**src/rtl/reg_scoreboard_if.sv**
```systemverilog
// Issue / write-back / status bundle between the decode stage and reg_scoreboard.
interface reg_scoreboard_if #(
   parameter int NREG = 32,
   parameter int NWB  = 2
);
   localparam int AW = $clog2(NREG);

   logic              issue_valid;
   logic [AW-1:0]     issue_ra1;
   logic [AW-1:0]     issue_ra2;
   logic              issue_rs1_use;
   logic              issue_rs2_use;
   logic              issue_regwrite;
   logic [AW-1:0]     issue_dst;
   logic              issue_ready;
   logic [NWB-1:0]    wb_valid;
   logic [NWB*AW-1:0] wb_dst;
   logic              flush;
   logic [NREG-1:0]   busy_vec;
   logic [31:0]       stall_cnt;

   modport master (
      output issue_valid, issue_ra1, issue_ra2, issue_rs1_use, issue_rs2_use,
      output issue_regwrite, issue_dst, wb_valid, wb_dst, flush,
      input  issue_ready, busy_vec, stall_cnt
   );

   modport slave (
      input  issue_valid, issue_ra1, issue_ra2, issue_rs1_use, issue_rs2_use,
      input  issue_regwrite, issue_dst, wb_valid, wb_dst, flush,
      output issue_ready, busy_vec, stall_cnt
   );
endinterface

```
**src/rtl/reg_scoreboard.sv**
```systemverilog
// Register scoreboard: per-register outstanding-writer counters gating issue on RAW and counter-full hazards.
// Define SCOREBOARD_BYPASS_EN to let a source issue in the same cycle its last pending writer completes.
module reg_scoreboard #(
   parameter int NREG  = 32,
   parameter int NWB   = 2,
   parameter int CNT_W = 2
) (
   input logic             clk,
   input logic             reset,
   reg_scoreboard_if.slave sb
);
   localparam int AW = $clog2(NREG);
   localparam logic [CNT_W-1:0] CNT_MAX = '1;

   logic [CNT_W-1:0] count_q [NREG];
   logic [CNT_W-1:0] count_d [NREG];
   logic [31:0]      stall_q;
   logic [31:0]      stall_d;
   logic [NWB-1:0]   wbValid;
   logic [AW-1:0]    wbDst [NWB];
   logic             srcHaz1;
   logic             srcHaz2;
   logic             dstHaz;
   logic             ready;
   logic             fire;

   assign wbValid = sb.wb_valid;

   always_comb begin
      for (int k = 0; k < NWB; k++) begin
         wbDst[k] = sb.wb_dst[k*AW +: AW];
      end
   end

   function automatic logic srcHazard(input logic useSrc, input logic [AW-1:0] ra);
      logic haz;
      haz = useSrc && (ra != '0) && (count_q[ra] != '0);
`ifdef SCOREBOARD_BYPASS_EN
      // The last outstanding writer completing this cycle can be forwarded straight to the reader.
      if (haz && (count_q[ra] == CNT_W'(1))) begin
         for (int k = 0; k < NWB; k++) begin
            if (wbValid[k] && (wbDst[k] == ra)) haz = 1'b0;
         end
      end
`endif
      return haz;
   endfunction

   always_comb begin
      srcHaz1 = srcHazard(sb.issue_rs1_use, sb.issue_ra1);
      srcHaz2 = srcHazard(sb.issue_rs2_use, sb.issue_ra2);
      dstHaz  = sb.issue_regwrite && (sb.issue_dst != '0) && (count_q[sb.issue_dst] == CNT_MAX);
      ready   = !sb.flush && !srcHaz1 && !srcHaz2 && !dstHaz;
      fire    = sb.issue_valid && ready;
   end

   assign sb.issue_ready = ready;
   assign sb.stall_cnt   = stall_q;

   // Net change per register is +issue -completions, floored at zero so late completions of flushed writers vanish.
   always_comb begin
      for (int i = 0; i < NREG; i++) begin
         int net;
         net = int'(count_q[i]);
         if (fire && sb.issue_regwrite && (int'(sb.issue_dst) == i)) net = net + 1;
         for (int k = 0; k < NWB; k++) begin
            if (wbValid[k] && (int'(wbDst[k]) == i)) net = net - 1;
         end
         if (net < 0) net = 0;
         count_d[i] = ((i == 0) || sb.flush) ? '0 : CNT_W'(net);
      end
   end

   always_comb begin
      stall_d = stall_q;
      if (sb.issue_valid && !ready && (stall_q != 32'hFFFF_FFFF)) stall_d = stall_q + 32'd1;
   end

   always_comb begin
      sb.busy_vec = '0;
      for (int i = 1; i < NREG; i++) begin
         sb.busy_vec[i] = (count_q[i] != '0);
      end
   end

   always_ff @(posedge clk or posedge reset) begin
      if (reset) begin
         for (int i = 0; i < NREG; i++) count_q[i] <= '0;
         stall_q <= '0;
      end else begin
         for (int i = 0; i < NREG; i++) count_q[i] <= count_d[i];
         stall_q <= stall_d;
      end
   end
endmodule
```
**src/flat_wrapper.sv**
```systemverilog
// flat-port wrapper written by rule: the top's interface ports become plain ports
module reg_scoreboard_flat 
#(
   parameter int NREG  = 32,
   parameter int NWB   = 2,
   parameter int CNT_W = 2
)
  (clk, reset, sb_issue_valid, sb_issue_ra1, sb_issue_ra2, sb_issue_rs1_use, sb_issue_rs2_use, sb_issue_regwrite, sb_issue_dst, sb_wb_valid, sb_wb_dst, sb_flush, sb_issue_ready, sb_busy_vec, sb_stall_cnt);
  reg_scoreboard_if #(.NREG(NREG), .NWB(NWB)) sb_i ();
  input logic clk;
  input logic reset;
  input wire logic [$bits(sb_i.issue_valid)-1:0] sb_issue_valid;
  input wire logic [$bits(sb_i.issue_ra1)-1:0] sb_issue_ra1;
  input wire logic [$bits(sb_i.issue_ra2)-1:0] sb_issue_ra2;
  input wire logic [$bits(sb_i.issue_rs1_use)-1:0] sb_issue_rs1_use;
  input wire logic [$bits(sb_i.issue_rs2_use)-1:0] sb_issue_rs2_use;
  input wire logic [$bits(sb_i.issue_regwrite)-1:0] sb_issue_regwrite;
  input wire logic [$bits(sb_i.issue_dst)-1:0] sb_issue_dst;
  input wire logic [$bits(sb_i.wb_valid)-1:0] sb_wb_valid;
  input wire logic [$bits(sb_i.wb_dst)-1:0] sb_wb_dst;
  input wire logic [$bits(sb_i.flush)-1:0] sb_flush;
  output wire logic [$bits(sb_i.issue_ready)-1:0] sb_issue_ready;
  output wire logic [$bits(sb_i.busy_vec)-1:0] sb_busy_vec;
  output wire logic [$bits(sb_i.stall_cnt)-1:0] sb_stall_cnt;
  assign sb_i.issue_valid = sb_issue_valid;
  assign sb_i.issue_ra1 = sb_issue_ra1;
  assign sb_i.issue_ra2 = sb_issue_ra2;
  assign sb_i.issue_rs1_use = sb_issue_rs1_use;
  assign sb_i.issue_rs2_use = sb_issue_rs2_use;
  assign sb_i.issue_regwrite = sb_issue_regwrite;
  assign sb_i.issue_dst = sb_issue_dst;
  assign sb_i.wb_valid = sb_wb_valid;
  assign sb_i.wb_dst = sb_wb_dst;
  assign sb_i.flush = sb_flush;
  assign sb_issue_ready = sb_i.issue_ready;
  assign sb_busy_vec = sb_i.busy_vec;
  assign sb_stall_cnt = sb_i.stall_cnt;
  reg_scoreboard #(.NREG(NREG), .NWB(NWB), .CNT_W(CNT_W)) u_core (.clk(clk), .reset(reset), .sb(sb_i));
endmodule
```
**config.mk**
```make
export PLATFORM = sky130hd
export DESIGN_NAME = reg_scoreboard_flat
export DESIGN_NICKNAME = d
export VERILOG_FILES = /design/src/rtl/reg_scoreboard_if.sv /design/src/rtl/reg_scoreboard.sv /design/src/flat_wrapper.sv
export SDC_FILE = /design/constraint.sdc
export NUM_CORES = 1
export LEC_CHECK = 0
export ABC_AREA = 1
export BUFFER_PORTS_ARGS = -buffer_cell sky130_fd_sc_hd__buf_4
export CAP_MARGIN = 20
export CORE_MARGIN = 2
export CORE_UTILIZATION = 45
export DETAILED_ROUTE_END_ITERATION = 16
export PLACE_DENSITY = 0.65
export SETUP_SLACK_MARGIN = 0.05
export SLEW_MARGIN = 10
export SYNTH_ARGS = -nofsm -noshare
export SYNTH_HDL_FRONTEND = slang
export SYNTH_SLANG_ARGS = --single-unit
export TNS_END_PERCENT = 10
```
**constraint.sdc**
```tcl
create_clock -name clk -period 2.95 [get_ports clk]
set_input_delay 0.59 -clock clk [delete_from_list [all_inputs] [get_ports clk]]
set_output_delay 0.59 -clock clk [all_outputs]
set_load 0.02 [all_outputs]
```
==> reports/qor.csv <==
stage,metric,value,unit
worst_setup_path,startpoint_type,register,
global_route,grt_max_degree,68,
run_status,violations,setup timing,
layout,final_area,16800,um2
placed_design,hpwl,34400,um
worst_setup_path,slowest_delay,0.40,ns
logic_synthesis,ys_ff_latch,94,
layout,final_core_util,64.0,%
logic_synthesis,synth_seq_area_share,19.5,%
worst_setup_path,worst-path-buf-inv,6,
timing,relSlewSlack,40.9,%
placed_design,dpl-instance-area,15400,um2
timing,fin_skew,0.0159,ns
timing,fmaxAchievable,0.303,GHz
logic_synthesis,avgSynthCellArea,5.78,um2
die,ios,99,
clock_network,clock_latency,0.37,ns
worst_setup_path,path_delay_family,simple AND/OR/NAND/NOR gates,
worst_setup_path,crit_arrival,3.56,ns
drt,via_per_inst,5.23,
layout,layout_common_cells,"504 x nand2_1, 406 x buf_4, 365 x nor2_1, 320 x inv_1, 170 x nand3_1",
worst_setup_path,critPathCaptureType,register,
logic_synthesis,yosys_warnings,0,
layout,final_common_cell,nand2_1,
logic_synthesis,synth_compound_area_share,7.42,%
drt,vias,14900,
clock_network,path_clk_slew,0.09,ns
global_route,grt_pass1_vias,14000,
layout,diodes,0,
timing,final.setup.tns,-14.58,ns
logic_synthesis,synth_top_family_by_area,simple AND/OR/NAND/NOR gates,
job,maxCapViolCount,0,
global_route,met2_usage,52.5,%
logic_synthesis,synth_edf_count,0,
worst_setup_path,cp.depth,25,
layout,area_delta_synth_final,38.9,%
timing,finalWorstSetupSlack,-0.346,ns
global_route,grt_pass1_wl,69200,um
die,die_area,28200,um2
timing,timing.final.crit_period,3.30,ns
timing,tightestPinTransition,0.885,ns
layout,drive_gt1_share,26.3,%
drt,drc_errors,0,
logic_synthesis,yosys.area_share.xor_xnor,3.70,%
power_and_ir_drop,irDropWorstVdd,0.303,mV
worst_setup_path,crit_fanout,6,
timing,grt_setup_unrepaired,true,
die,die_w,168,um
clock_network,cts_buffers,9,
timing,finalCritPeriodShare,112,%
drt,wl_per_cell,15.3,um
power_and_ir_drop,powerDensity,250,nW/um2
logic_synthesis,synth.distinct_cells,39,
worst_setup_path,cp_slowest_cell,dfrtp_1,
layout,fin_nets,2660,
clock_network,clkSinkCount,94,
run_status,status,"finished, violations left",
drt,firstDrtPassIters,5,
global_route,grt_use_met1,39.6,%
min_path,hp-class,in2async,
die,core_area,26200,um2
logic_synthesis,syn_inst,2090,
worst_setup_path,critical_path_class,reg2reg,
clock_network,cts_root_buffer,clkbuf_16,
drt,drt_wl_total,43600,um
die,start_util,46.1,%
drt,drtIter0Drc,1229,
worst_setup_path,required,3.22,ns
die,die_h,168,um
timing,hold_ws,0.204,ns
timing,slew_viol_final,0,
clock_network,clock_path_buffers,2,
logic_synthesis,yosys.area_share.simple,43.5,%
logic_synthesis,async_flop_share,100,%
logic_synthesis,syn_nets,2249,
logic_synthesis,synthesis.area,12100,um2
worst_setup_path,r2r_cells,25,
logic_synthesis,synth_ff_type,dfrtp_1,
clock_network,htree_levels,3,
placed_design,port_buffers,97,
drt,ant_nets,0,
global_route,grt_use_met3,4.18,%
clock_network,postCtsHoldBufs,0,
timing,finalSetupViolCount,63,
global_route,grt.overflow.total,0,
global_route,grt_use_total,30.5,%
layout,fill_cells,2486,
layout,regArea,2360,um2
logic_synthesis,synthAdderAreaFrac,13.0,%
power_and_ir_drop,p_leak,8.87,nW
global_route,antenna_found_initial,0,
placed_design,gp_congestion,0.974,
global_route,top_usage_layer,met2,
clock_network,cts_tree,done,
die,row_count,59,
layout,multi_input_area,8810,um2
timing,hold_violations,0,
logic_synthesis,synth_mux_area_share,0,%
==> worst reg2reg max path: cells and delay by family, from the launching register on <==
kind            cells  cell delay (ns)
compound gates      2             0.26
fa+ha+maj           2             0.46
buf+inv             6             0.68
flops               1             0.40
simple gates       15             1.38
==> worst paths after layout <==
kind	startpoint	end	slack (ns)
worst min register to register	u_core.sb.stall_cnt[4]	u_core.sb.stall_cnt[4]	0.50
worst min-delay path	reset	u_core.sb.stall_cnt[0]	0.20
max in group asynchronous	reset	u_core.count_q[22]	1.99
worst max-delay path	u_core.count_q[42]	u_core.count_q[56]	-0.35
min in group clk	u_core.sb.stall_cnt[4]	u_core.sb.stall_cnt[4]	0.50
worst max register to register	u_core.count_q[42]	u_core.count_q[56]	-0.35
==> metal layers <==
layer	vias to the layer above	part of all wire, %
met3	95	6.9
met1	6861	43
met2	500	47
met4	0	3.2
met5	-	0
li1	7405	-
==> logic make-up after synthesis <==
group,count (synthesis)
buffers and inverters,397
adder cells (fa/ha/maj),125
AO/OA/AOI/OAI,175
AND/OR/NAND/NOR,1247
other,1
XOR/XNOR,51
flip-flops,94
==> where the power goes <==
part	switching (mW)	internal, mW
logic	0.860	0.596
registers	0.0791	1.36
clock network	0.675	0.614
==> area by class of cell <==
class	count	share of cell area [%]
well taps	335	2.50
repair buffers	443	21.1
flip-flops and latches	94	14.1
clock buffers	9	1.34
multi-input cells	1599	52.5
clock inverters	7	0.530
inverters	354	7.98
==> Yosys cell counts, types with 3 or more instances <==
master / count / share of area (%)
nor3_1: 18 / 0.75
o21ai_1: 49 / 2.0
nor4_1: 3 / 0.16
a21oi_1: 48 / 2.0
ha_1: 125 / 13
buf_1: 5 / 0.16
nor2_2: 4 / 0.21
nand2_1: 552 / 17
clkbuf_1: 16 / 0.50
buf_4: 9 / 0.56
buf_2: 10 / 0.41
o21ai_0: 70 / 2.9
and2_1: 4 / 0.21
xor2_1: 27 / 2.0
dfrtp_1: 94 / 19
inv_1: 339 / 11
nand4_1: 73 / 3.8
buf_6: 3 / 0.28
nor2_1: 374 / 12
xnor2_1: 24 / 1.7
nand3_1: 199 / 8.2
inv_2: 14 / 0.44
or2_2: 11 / 0.57
==> metrics by stage <==
| stage | total power, mW | setup slack (ns) | std cells |
|---|---|---|---|
| after detailed placement | 2.77 | -0.812 | 2787 |
| final | 4.19 | -0.346 | 2841 |
| after floorplan | 2.19 | -0.350 | 2090 |
| after global placement | 2.74 | -0.775 | 2787 |
| after global routing | 4.37 | -0.522 | 2841 |
| after CTS | 4.13 | -0.233 | 2832 |
==> registers in the layout, summed over array words and instances (netlist names) <==
name,cells
u_core.sb.stall_cnt,32
u_core.count_q,62
==> repair_timing <==
| action | in CTS | in global routing |
|---|---|---|
| pin swaps | 53 | 68 |
| hold endpoints to repair | 0 | 0 |
| gates resized for setup | 125 | 106 |
| setup buffers | 29 | 9 |
| setup endpoints to repair | 63 | 64 |
No activity file was read; power rests on OpenSTA's default activity.
